==> src/rtl/demux_pkg.sv <==
// demux_pkg
// Shared definitions for the 1-to-4 demultiplexer dispatcher.
//   NUM_CH     : number of output channels
//   CH_W       : width of a channel index
//   MODE_FIXED : mode value selecting the fixed channel given by sel
//   MODE_RR    : mode value selecting round-robin bursts
//   state_t    : output-register occupancy (EMPTY / FULL)
package demux_pkg;

  localparam int NUM_CH = 4;
  localparam int CH_W   = 2;

  localparam logic MODE_FIXED = 1'b0;
  localparam logic MODE_RR    = 1'b1;

  typedef enum logic {
    EMPTY = 1'b0,
    FULL  = 1'b1
  } state_t;

endpackage

==> src/rtl/demux4_onehot.sv <==
// demux4_onehot
// Expands a channel index into a one-hot valid vector.
//   ch     : selected channel (0..3)
//   en     : word present; when low the vector is all zeros
//   onehot : bit ch set when en is high, never more than one bit set
module demux4_onehot
  import demux_pkg::*;
(
  input  logic [CH_W-1:0]   ch,
  input  logic              en,
  output logic [NUM_CH-1:0] onehot
);

  // Start from all-zero so an idle output register raises no valid at all.
  always_comb begin
    onehot = '0;
    if (en) begin
      onehot[ch] = 1'b1;
    end
  end

endmodule

==> src/rtl/demux4_dispatcher.sv <==
// demux4_dispatcher
// Steers a valid/ready word stream to one of four channels through a
// one-word output register, in fixed-channel or round-robin burst mode,
// and keeps a saturating delivered-word counter per channel.
//   clk, rst_n          : clock, asynchronous active-low reset
//   mode, sel           : 0 = fixed channel sel, 1 = round-robin
//   in_valid/in_ready   : input handshake, in_data the word
//   out_valid/out_ready : per-channel one-hot valid and sink ready
//   out_data            : shared output bus for the asserted channel
//   cnt_clr, cnt        : counter clear, packed counters (channel i at i*CNT_W)
//   rr_ptr              : current round-robin channel
module demux4_dispatcher
  import demux_pkg::*;
#(
  parameter int DATA_W = 8,
  parameter int BURST  = 4,
  parameter int CNT_W  = 16
) (
  input  logic                    clk,
  input  logic                    rst_n,
  input  logic                    mode,
  input  logic [1:0]              sel,
  input  logic                    in_valid,
  output logic                    in_ready,
  input  logic [DATA_W-1:0]       in_data,
  output logic [3:0]              out_valid,
  input  logic [3:0]              out_ready,
  output logic [DATA_W-1:0]       out_data,
  input  logic                    cnt_clr,
  output logic [4*CNT_W-1:0]      cnt,
  output logic [1:0]              rr_ptr
);

  localparam logic [7:0] BURST_LAST = 8'(BURST - 1);

  state_t           state_q, state_d;
  logic [CH_W-1:0]  ch_q;
  logic [DATA_W-1:0] data_q;
  logic [CH_W-1:0]  rr_q;
  logic [7:0]       burst_q;
  logic [7:0]       burst_eff;
  logic             mode_q;
  logic [CNT_W-1:0] cnt_q [NUM_CH];
  logic             accept;
  logic             drain;
  logic             rr_entry;
  logic [CH_W-1:0]  target;

  // The register can take a new word whenever it is empty or the word it
  // holds leaves this same cycle, which gives one word per cycle sustained.
  assign in_ready  = (state_q == EMPTY) | out_ready[ch_q];
  assign accept    = in_valid & in_ready;
  assign drain     = (state_q == FULL) & out_ready[ch_q];
  assign rr_entry  = (mode == MODE_RR) & (mode_q == MODE_FIXED);
  assign burst_eff = rr_entry ? 8'd0 : burst_q;
  assign target    = (mode == MODE_RR) ? rr_q : sel;

  assign out_data = data_q;
  assign rr_ptr   = rr_q;

  demux4_onehot u_onehot (
    .ch     (ch_q),
    .en     (state_q == FULL),
    .onehot (out_valid)
  );

  // State register for the output-register occupancy.
  always_ff @(posedge clk or negedge rst_n) begin
    if (!rst_n) begin
      state_q <= EMPTY;
    end else begin
      state_q <= state_d;
    end
  end

  // Next state: an accept always leaves the register full (even when the
  // old word drains in the same cycle); a drain alone empties it.
  always_comb begin
    state_d = state_q;
    if (accept) begin
      state_d = FULL;
    end else if (drain) begin
      state_d = EMPTY;
    end
  end

  // Held word and its channel are latched only on accept, so later sel or
  // mode changes cannot retarget a word that is already waiting.
  always_ff @(posedge clk or negedge rst_n) begin
    if (!rst_n) begin
      ch_q   <= '0;
      data_q <= '0;
    end else if (accept) begin
      ch_q   <= target;
      data_q <= in_data;
    end
  end

  // Round-robin bookkeeping. Entering round-robin mode restarts the burst
  // but keeps the pointer; the pointer never skips a stalled sink because
  // it only moves on accepted words.
  always_ff @(posedge clk or negedge rst_n) begin
    if (!rst_n) begin
      rr_q    <= '0;
      burst_q <= '0;
      mode_q  <= MODE_FIXED;
    end else begin
      mode_q <= mode;
      if (accept && (mode == MODE_RR)) begin
        if (burst_eff == BURST_LAST) begin
          burst_q <= 8'd0;
          rr_q    <= rr_q + 2'd1;
        end else begin
          burst_q <= burst_eff + 8'd1;
        end
      end else if (rr_entry) begin
        burst_q <= 8'd0;
      end
    end
  end

  // Delivered-word counters: saturate at all-ones, and a clear beats an
  // increment landing in the same cycle.
  always_ff @(posedge clk or negedge rst_n) begin
    if (!rst_n) begin
      for (int i = 0; i < NUM_CH; i++) begin
        cnt_q[i] <= '0;
      end
    end else begin
      for (int i = 0; i < NUM_CH; i++) begin
        if (cnt_clr) begin
          cnt_q[i] <= '0;
        end else if (drain && (ch_q == CH_W'(i)) && (cnt_q[i] != '1)) begin
          cnt_q[i] <= cnt_q[i] + 1'b1;
        end
      end
    end
  end

  for (genvar g = 0; g < NUM_CH; g++) begin : g_cnt
    assign cnt[g*CNT_W +: CNT_W] = cnt_q[g];
  end

endmodule

==> config.mk <==
export PLATFORM = sky130hd
export DESIGN_NAME = demux4_dispatcher
export DESIGN_NICKNAME = d
export VERILOG_FILES = /design/src/rtl/demux_pkg.sv /design/src/rtl/demux4_onehot.sv /design/src/rtl/demux4_dispatcher.sv
export SDC_FILE = /design/constraint.sdc
export NUM_CORES = 1
export LEC_CHECK = 0
export ABC_AREA = 1
export BUFFER_PORTS_ARGS = -buffer_cell sky130_fd_sc_hd__buf_2
export CORE_MARGIN = 5
export CORE_UTILIZATION = 43
export CTS_CLUSTER_SIZE = 28
export DETAILED_ROUTE_END_ITERATION = 6
export HOLD_SLACK_MARGIN = 0.06
export PLACE_DENSITY = 0.65
export SLEW_MARGIN = 20
export SYNTH_ARGS = -nofsm -noshare
export SYNTH_HDL_FRONTEND = slang
export SYNTH_SLANG_ARGS = --single-unit
==> constraint.sdc <==
create_clock -name clk -period 2.1 [get_ports clk]
set_input_delay 0.315 -clock clk [delete_from_list [all_inputs] [get_ports clk]]
set_output_delay 0.315 -clock clk [all_outputs]
set_load 0.005 [all_outputs]
==> impl_metrics.csv, run 1 <==
group,metric,value,unit
drt,vias_per_cell,4.90,
place,gp_congestion,0.907,
die,start_util,0.434,
sta,slew_violations,0,
place,placed_area,6340,sq um
die,ioPinCount,98,
drt,ant_nets,0,
cells_and_area,drive_gt1_frac,0.216,
clock_tree,cts_tree,"yes",
worst_setup_path,cp_slowest_cell,"dfrtp_1",
clock_tree,cts_resized,0,
synthesis,yosysTopAreaCellShare,0.379,
drt,post_drt_wl_per_cell,12.8,um
synthesis,synth_compound_area_frac,0.0330,
clock_tree,post-cts-setup-buffers,0,
sta,period_needed,1860,ps
worst_setup_path,cp_max_fo,17,
sta,finalSetupViolCount,0,
synthesis,ys_seq_elements,86,
sta,worstMarginPinSlew,514,ps
worst_setup_path,worstPathCellList,"ha_1, nand2_1, inv_1, nand2_1, inv_1, nand2_1, inv_1, nand2_1, nand2_2, inv_1, nand3b_1, nand2_1",
drt,wl,13.6,mm
die,die_height,125,um
grt,first_global_vias,4935,
synthesis,muxShareOfSynthArea,0.00176,
sta,hold_viol,0,
grt,grt_pass1_wl,23.5,mm
grt,grtUsageTotal,0.179,
die,core_area,13100,sq um
power_and_ir_drop,vdd_drop_max,0.384,mV
grt,grt_use_met2,0.285,
worst_setup_path,crit_path_end_kind,"flip-flop",
cells_and_area,diodes,0,
cells_and_area,final_util,0.507,
grt,grt_use_met1,0.242,
synthesis,synth_top_cell_by_area,"dfrtp_1",
worst_setup_path,reg2reg_slack,240,ps
sta,period_share,0.887,
sta,relSlewSlack,0.654,
synthesis,synth_xor_xnor_area_share,0.0447,
sta,fin_tns_setup,0,ps
power_and_ir_drop,powerDensity,692,nW/um^2
cells_and_area,syn_to_final_growth,16.9,%
grt,gr-total-overflow,0,
die,die_w,125,um
place,dpl.cell_count,1044,
sta,rsz0062_at_grt,"no",
synthesis,syn-num-nets,807,
synthesis,syn_area,5680,sq um
run,maxCapViolCount,0,
clock_tree,path_clk_slew,60,ps
worst_setup_path,worstSetupPathType,"flip-flop to flip-flop",
clock_tree,cts.sinks,86,
place,hpwl,9.83,mm
clock_tree,htreeDepth,3,
cells_and_area,final_area,6640,sq um
worst_setup_path,crit_family,"simple AND/OR/NAND/NOR gates",
hold_path,hp-class,"primary input to flip-flop",
synthesis,ys_types,35,
grt,met3_usage,0.0439,
synthesis,synthSimpleGateAreaFrac,0.445,
outcome,status,"completed",
synthesis,synth_area_leaders,"dfrtp_1, nand2_1, nand3_1",
place,dpl_worst_slack,272,ps
synthesis,synthAdderAreaFrac,0.0110,
sta,max_freq,537,MHz
clock_tree,clockRootBuffer,"clkbuf_16",
sta,finalClockSkew,5.32,ps
die,std_cell_rows,42,
synthesis,ys_seq_area_frac,0.379,
worst_setup_path,setup.worst_path.start_class,"flip-flop",
worst_setup_path,crit_arrival,2090,ps
drt,drc_errors,0,
clock_tree,insertion_delay,340,ps
grt,antenna_found_initial,1,
drt,via_count,5202,
grt,grt_max_degree,71,
clock_tree,cts_buffer_depth,2,
clock_tree,cts_hold_buf,1,
worst_setup_path,cpMostUsedCell,"nand2_1",
grt,busiest_layer,"met2",
synthesis,synth_cells,783,
synthesis,synth_top_family_by_area,"simple AND/OR/NAND/NOR gates",
place,io_buffers,97,
clock_tree,numCtsBuffers,9,
cells_and_area,fin_cells,1061,
worst_setup_path,max_stage_delay,390,ps
worst_setup_path,critPathRequiredTime,2330,ps
die,die_area,15600,sq um
sta,fin_ws,238,ps
cells_and_area,final_net_count,904,
synthesis,avgSynthCellArea,7.25,sq um
power_and_ir_drop,leakage,3.54,nW
drt,drtIter0Drc,370,
synthesis,yosysWarnings,0,
worst_setup_path,path_buf_inv,4,
drt,dr.pass1.iters,4,
[metrics by stage]
stage | power (mW) | hold slack, ps
after global routing | 4.85 | 144
after global placement | 3.07 | 298
final | 4.60 | 157
after detailed placement | 3.08 | 302
after CTS | 4.66 | 136
after floorplan | 2.72 | 19.4
[worst reg2reg max path, stage by stage, from the launching register on]
cell and delay [ps]:
dfrtp_1 390, ha_1 180, nand2_1 70, inv_1 110, nand2_1 110, inv_1 70, nand2_1 70, inv_1 60
nand2_1 70, nand2_2 260, inv_1 190, nand3b_1 120, nand2_1 60
[cells in the mapped netlist]
library cell and n:
nand3b_1 6, or2_2 1, buf_1 2, nand2_2 9
inv_6 1, nand2_4 3, and2_1 1, nor2_2 7
mux2i_1 1, nor2_4 5, buf_2 7, buf_12 1
ha_1 5, nand4_1 17, a21o_1 1, nand3_4 2
xnor2_1 6, inv_1 80, buf_6 5, buf_4 2
nor3b_1 1, inv_2 7, clkbuf_1 3, nand3_2 35
clkinv_1 1, dfrtp_1 86, nor2_8 1, nand2_1 246
nand3_1 111, o21ai_1 5, xor2_1 23, nor3_1 11
o21ai_0 28, nor2_1 61, o21bai_1 2
[layout make-up]
class | instances | area [sq um]
clock buffers | 13 | 270
clock inverters | 3 | 17.5
fillers | 1321 | 6440
inverters | 89 | 340
multi-input cells | 588 | 3040
flip-flops and latches | 86 | 2150
well taps | 176 | 220
repair buffers | 106 | 596
[kinds of logic after synthesis]
logic type / count (synthesis)
AOI/OAI and AO/OA: 36
xor gates and xnor gates: 29
adders and majority gates: 5
buffers and inverters: 109
DFF: 86
muxes: 1
and+or+nand+nor: 517
[routing by layer]
metal | vias to the layer above | routed length [um] | part of all wire
met2 | 103 | 6070 | 0.45
met5 | - | 13 | 0.00095
li1 | 2703 | - | -
met3 | 15 | 690 | 0.051
met1 | 2379 | 6650 | 0.49
met4 | 2 | 190 | 0.014
[path summary, 6_finish.rpt]
path / from / endpoint / cells after the start
hold / removal: mode / mode_q / 1
setup / recovery: cnt[0] / cnt[9] / 12
setup reg to reg: cnt[0] / cnt[9] / 12
max in group asynchronous: rst_n / cnt[30] / 3
min in group asynchronous: rst_n / cnt[59] / 2
hold reg to reg: out_data[3] / out_data[3] / 2
[where the power goes]
group | internal (mW) | switching (mW)
logic | 0.356 | 0.712
registers | 1.81 | 0.154
clock network | 0.896 | 0.666
[flip-flops by register name, summed over array words and instances, names as in the netlist]
signal / cells
cnt: 64
burst_q: 8
out_data: 8
ch_q: 2
rr_ptr: 2
mode_q: 1
state_q: 1
[layout by cell type, fill, tap and decap left out, types with 11 or more instances in the layout]
cell type    n
buf_2       96
inv_1       80
nand4_1     17
o21ai_0     28
dfrtp_1     86
nand3_1    111
nand2_1    246
xor2_1      23
nor2_1      61
nand3_2     35
nor3_1      11
Power figures use the tool's default switching activity.
==> run 2: changes to the inputs <==
--- a/config.mk
+++ b/config.mk
@@ -11,8 +11,10 @@
 export CORE_UTILIZATION = 43
 export CTS_CLUSTER_SIZE = 28
 export DETAILED_ROUTE_END_ITERATION = 6
+export GPL_TIMING_DRIVEN = 0
 export HOLD_SLACK_MARGIN = 0.06
 export PLACE_DENSITY = 0.65
+export SKIP_LAST_GASP = 1
 export SLEW_MARGIN = 20
 export SYNTH_ARGS = -nofsm -noshare
 export SYNTH_HDL_FRONTEND = slang
==> constraint.sdc (replaced) <==
create_clock -name clk -period 2.1 [get_ports clk]
set_input_delay 0 -clock clk [delete_from_list [all_inputs] [get_ports clk]]
set_output_delay 0 -clock clk [all_outputs]
set_load 0.005 [all_outputs]
==> run 2 against run 1 <==
Net effect:
- flip-flop and latch count unchanged
- routed wire length rose by 10%
- fmax increased by 1.9%
- sequential share of layout area shrank 1.1 points
- largest power group unchanged
==> impl_metrics.csv, run 2 (synthesized netlist as in run 1, its figures left out) <==
group,metric,value,unit
sta,period_needed,1830,ps
worst_setup_path,r2r_end,"cnt[9]",
cells_and_area,largest_reg_flops,64,
drt,ant_nets,0,
sta,rsz0062_at_grt,"no",
worst_setup_path,reg2reg_slack,270,ps
die,start_util,0.434,
worst_setup_path,worstRegToRegCells,12,
hold_path,hp-class,"primary input to asynchronous set/reset pin",
worst_setup_path,cpMostUsedCell,"nand2_1",
drt,wl,15.0,mm
clock_tree,insertion_delay,350,ps
run,maxCapViolCount,0,
cells_and_area,final_cell_mix,"nand2_1, nand3_1, buf_2",
power_and_ir_drop,leakage,3.64,nW
cells_and_area,syn_to_final_growth,20.8,%
grt,grtUsageTotal,0.194,
place,gp_congestion,0.896,
worst_setup_path,cp_max_fo,10,
drt,post_drt_wl_per_cell,13.8,um
sta,fin_tns_setup,0,ps
worst_setup_path,worstSetupEndpoint,"cnt[9]",
clock_tree,htreeDepth,3,
place,hpwl,10.8,mm
grt,grt_max_degree,55,
grt,first_global_vias,5023,
cells_and_area,fin_cells,1086,
worst_setup_path,critPathRequiredTime,2330,ps
clock_tree,post-cts-setup-buffers,0,
worst_setup_path,worstSetupPathType,"flip-flop to flip-flop",
clock_tree,path_clk_slew,60,ps
worst_setup_path,r2r-start,"cnt[0]",
die,die_area,15600,sq um
drt,drtIter0Drc,303,
grt,grt_pass1_wl,24.9,mm
sta,finalClockSkew,5.86,ps
place,io_buffers,97,
place,dpl.cell_count,1057,
power_and_ir_drop,powerDensity,700,nW/um^2
grt,antenna_found_initial,0,
outcome,status,"completed",
die,core_area,13100,sq um
clock_tree,cts_buffer_depth,2,
die,std_cell_rows,42,
cells_and_area,drive_gt1_frac,0.219,
cells_and_area,final_net_count,929,
sta,period_share,0.870,
worst_setup_path,max_stage_delay,420,ps
sta,max_freq,548,MHz
die,die_height,125,um
worst_setup_path,crit_arrival,2060,ps
grt,gr-total-overflow,0,
cells_and_area,diodes,0,
drt,dr.pass1.iters,4,
worst_setup_path,cp_slowest_cell,"dfrtp_1",
worst_setup_path,crit_path_end_kind,"flip-flop",
cells_and_area,final_area,6860,sq um
die,die_w,125,um
sta,relSlewSlack,0.509,
worst_setup_path,setup.worst_path.start_class,"flip-flop",
sta,worstMarginPinSlew,736,ps
worst_setup_path,startpoint,"cnt[0]",
clock_tree,cts.sinks,86,
cells_and_area,final_common_cell,"nand2_1",
sta,slew_violations,0,
power_and_ir_drop,vdd_drop_max,0.406,mV
clock_tree,numCtsBuffers,9,
sta,finalSetupViolCount,0,
drt,via_count,5372,
clock_tree,clockRootBuffer,"clkbuf_16",
die,ioPinCount,98,
place,placed_area,6420,sq um
clock_tree,cts_tree,"yes",
drt,vias_per_cell,4.95,
cells_and_area,final_util,0.524,
sta,hold_viol,0,
drt,drc_errors,0,
power_and_ir_drop,power,4.80,mW
worst_setup_path,worstPathCellList,"ha_1, nand2_1, inv_1, nand2_1, inv_1, nand2_1, inv_1, nand2_1, nand2_4, buf_4, nand3_1, nand2_1",
-- run 2: cell count changes in the layout (fill, tap and decap cells not counted), sizes merged --
cell,change
clkinv,-2
dlygate4sd3,+12
inv,+1
buf,+10
clkbuf,+3
bufinv,+1
-- run 2: cell type report --
cell class,instances,area [sq um]
Buffer,20,145
Clock buffer,13,260
Clock inverter,3,42.5
Fill cell,1284,6220
Inverter,89,339
Multi-Input combinational cell,588,3050
Sequential cell,86,2150
Tap cell,176,220
Timing Repair Buffer,111,649
-- run 2: routing by layer --
| metal | vias up | global-route usage | share of wire | wire, um |
|---|---|---|---|---|
| met1 | 2497 | 0.257 | 0.46 | 6940 |
| met5 | - | 0 | 0 | 0 |
| li1 | 2755 | - | - | - |
| met2 | 105 | 0.322 | 0.48 | 7180 |
| met3 | 15 | 0.0350 | 0.044 | 666 |
| met4 | 0 | 0.0663 | 0.015 | 229 |
-- run 2: through the flow --
step / worst slack [ps] / hold WS (ps)
finish: 274 / 107
global route: 38.3 / 157
CTS: 238 / 103
detailed placement: 256 / -86.3
global placement: 159 / 188
floorplan: 550 / -296
-- run 2: worst max-delay path: cells and delay by family, from the launching register on --
kind / cells / cell delay (ps)
simple gates: 7 / 690
flops: 1 / 420
buf+inv: 4 / 360
fa+ha+maj: 1 / 230
-- run 2: what timing repair did --
item	4_1_cts	5_1_grt
hold buffers	13	0
gates resized for setup	0	2
setup endpoints to repair	0	4
hold endpoints to repair	104	0
-- run 2: how the worst min path moves through the flow --
stage	from	end	slack, ps	cells past startpoint
6_report	rst_n	cnt[51]	110	2
5_1_grt	rst_n	cnt[51]	160	2
3_3_place_gp	mode	mode_q	190	1
3_5_place_dp	rst_n	cnt[51]	-90	1
4_1_cts	rst_n	cnt[51]	100	2
2_1_floorplan	rst_n	burst_q[0]	-300	0
-- run 2: power breakdown --
| part | switching [mW] | internal [mW] | total (mW) |
|---|---|---|---|
| clock | 0.660 | 0.986 | 1.65 |
| sequential | 0.134 | 1.81 | 1.95 |
| combinational | 0.783 | 0.429 | 1.21 |
| total | 1.58 | 3.23 | 4.80 |
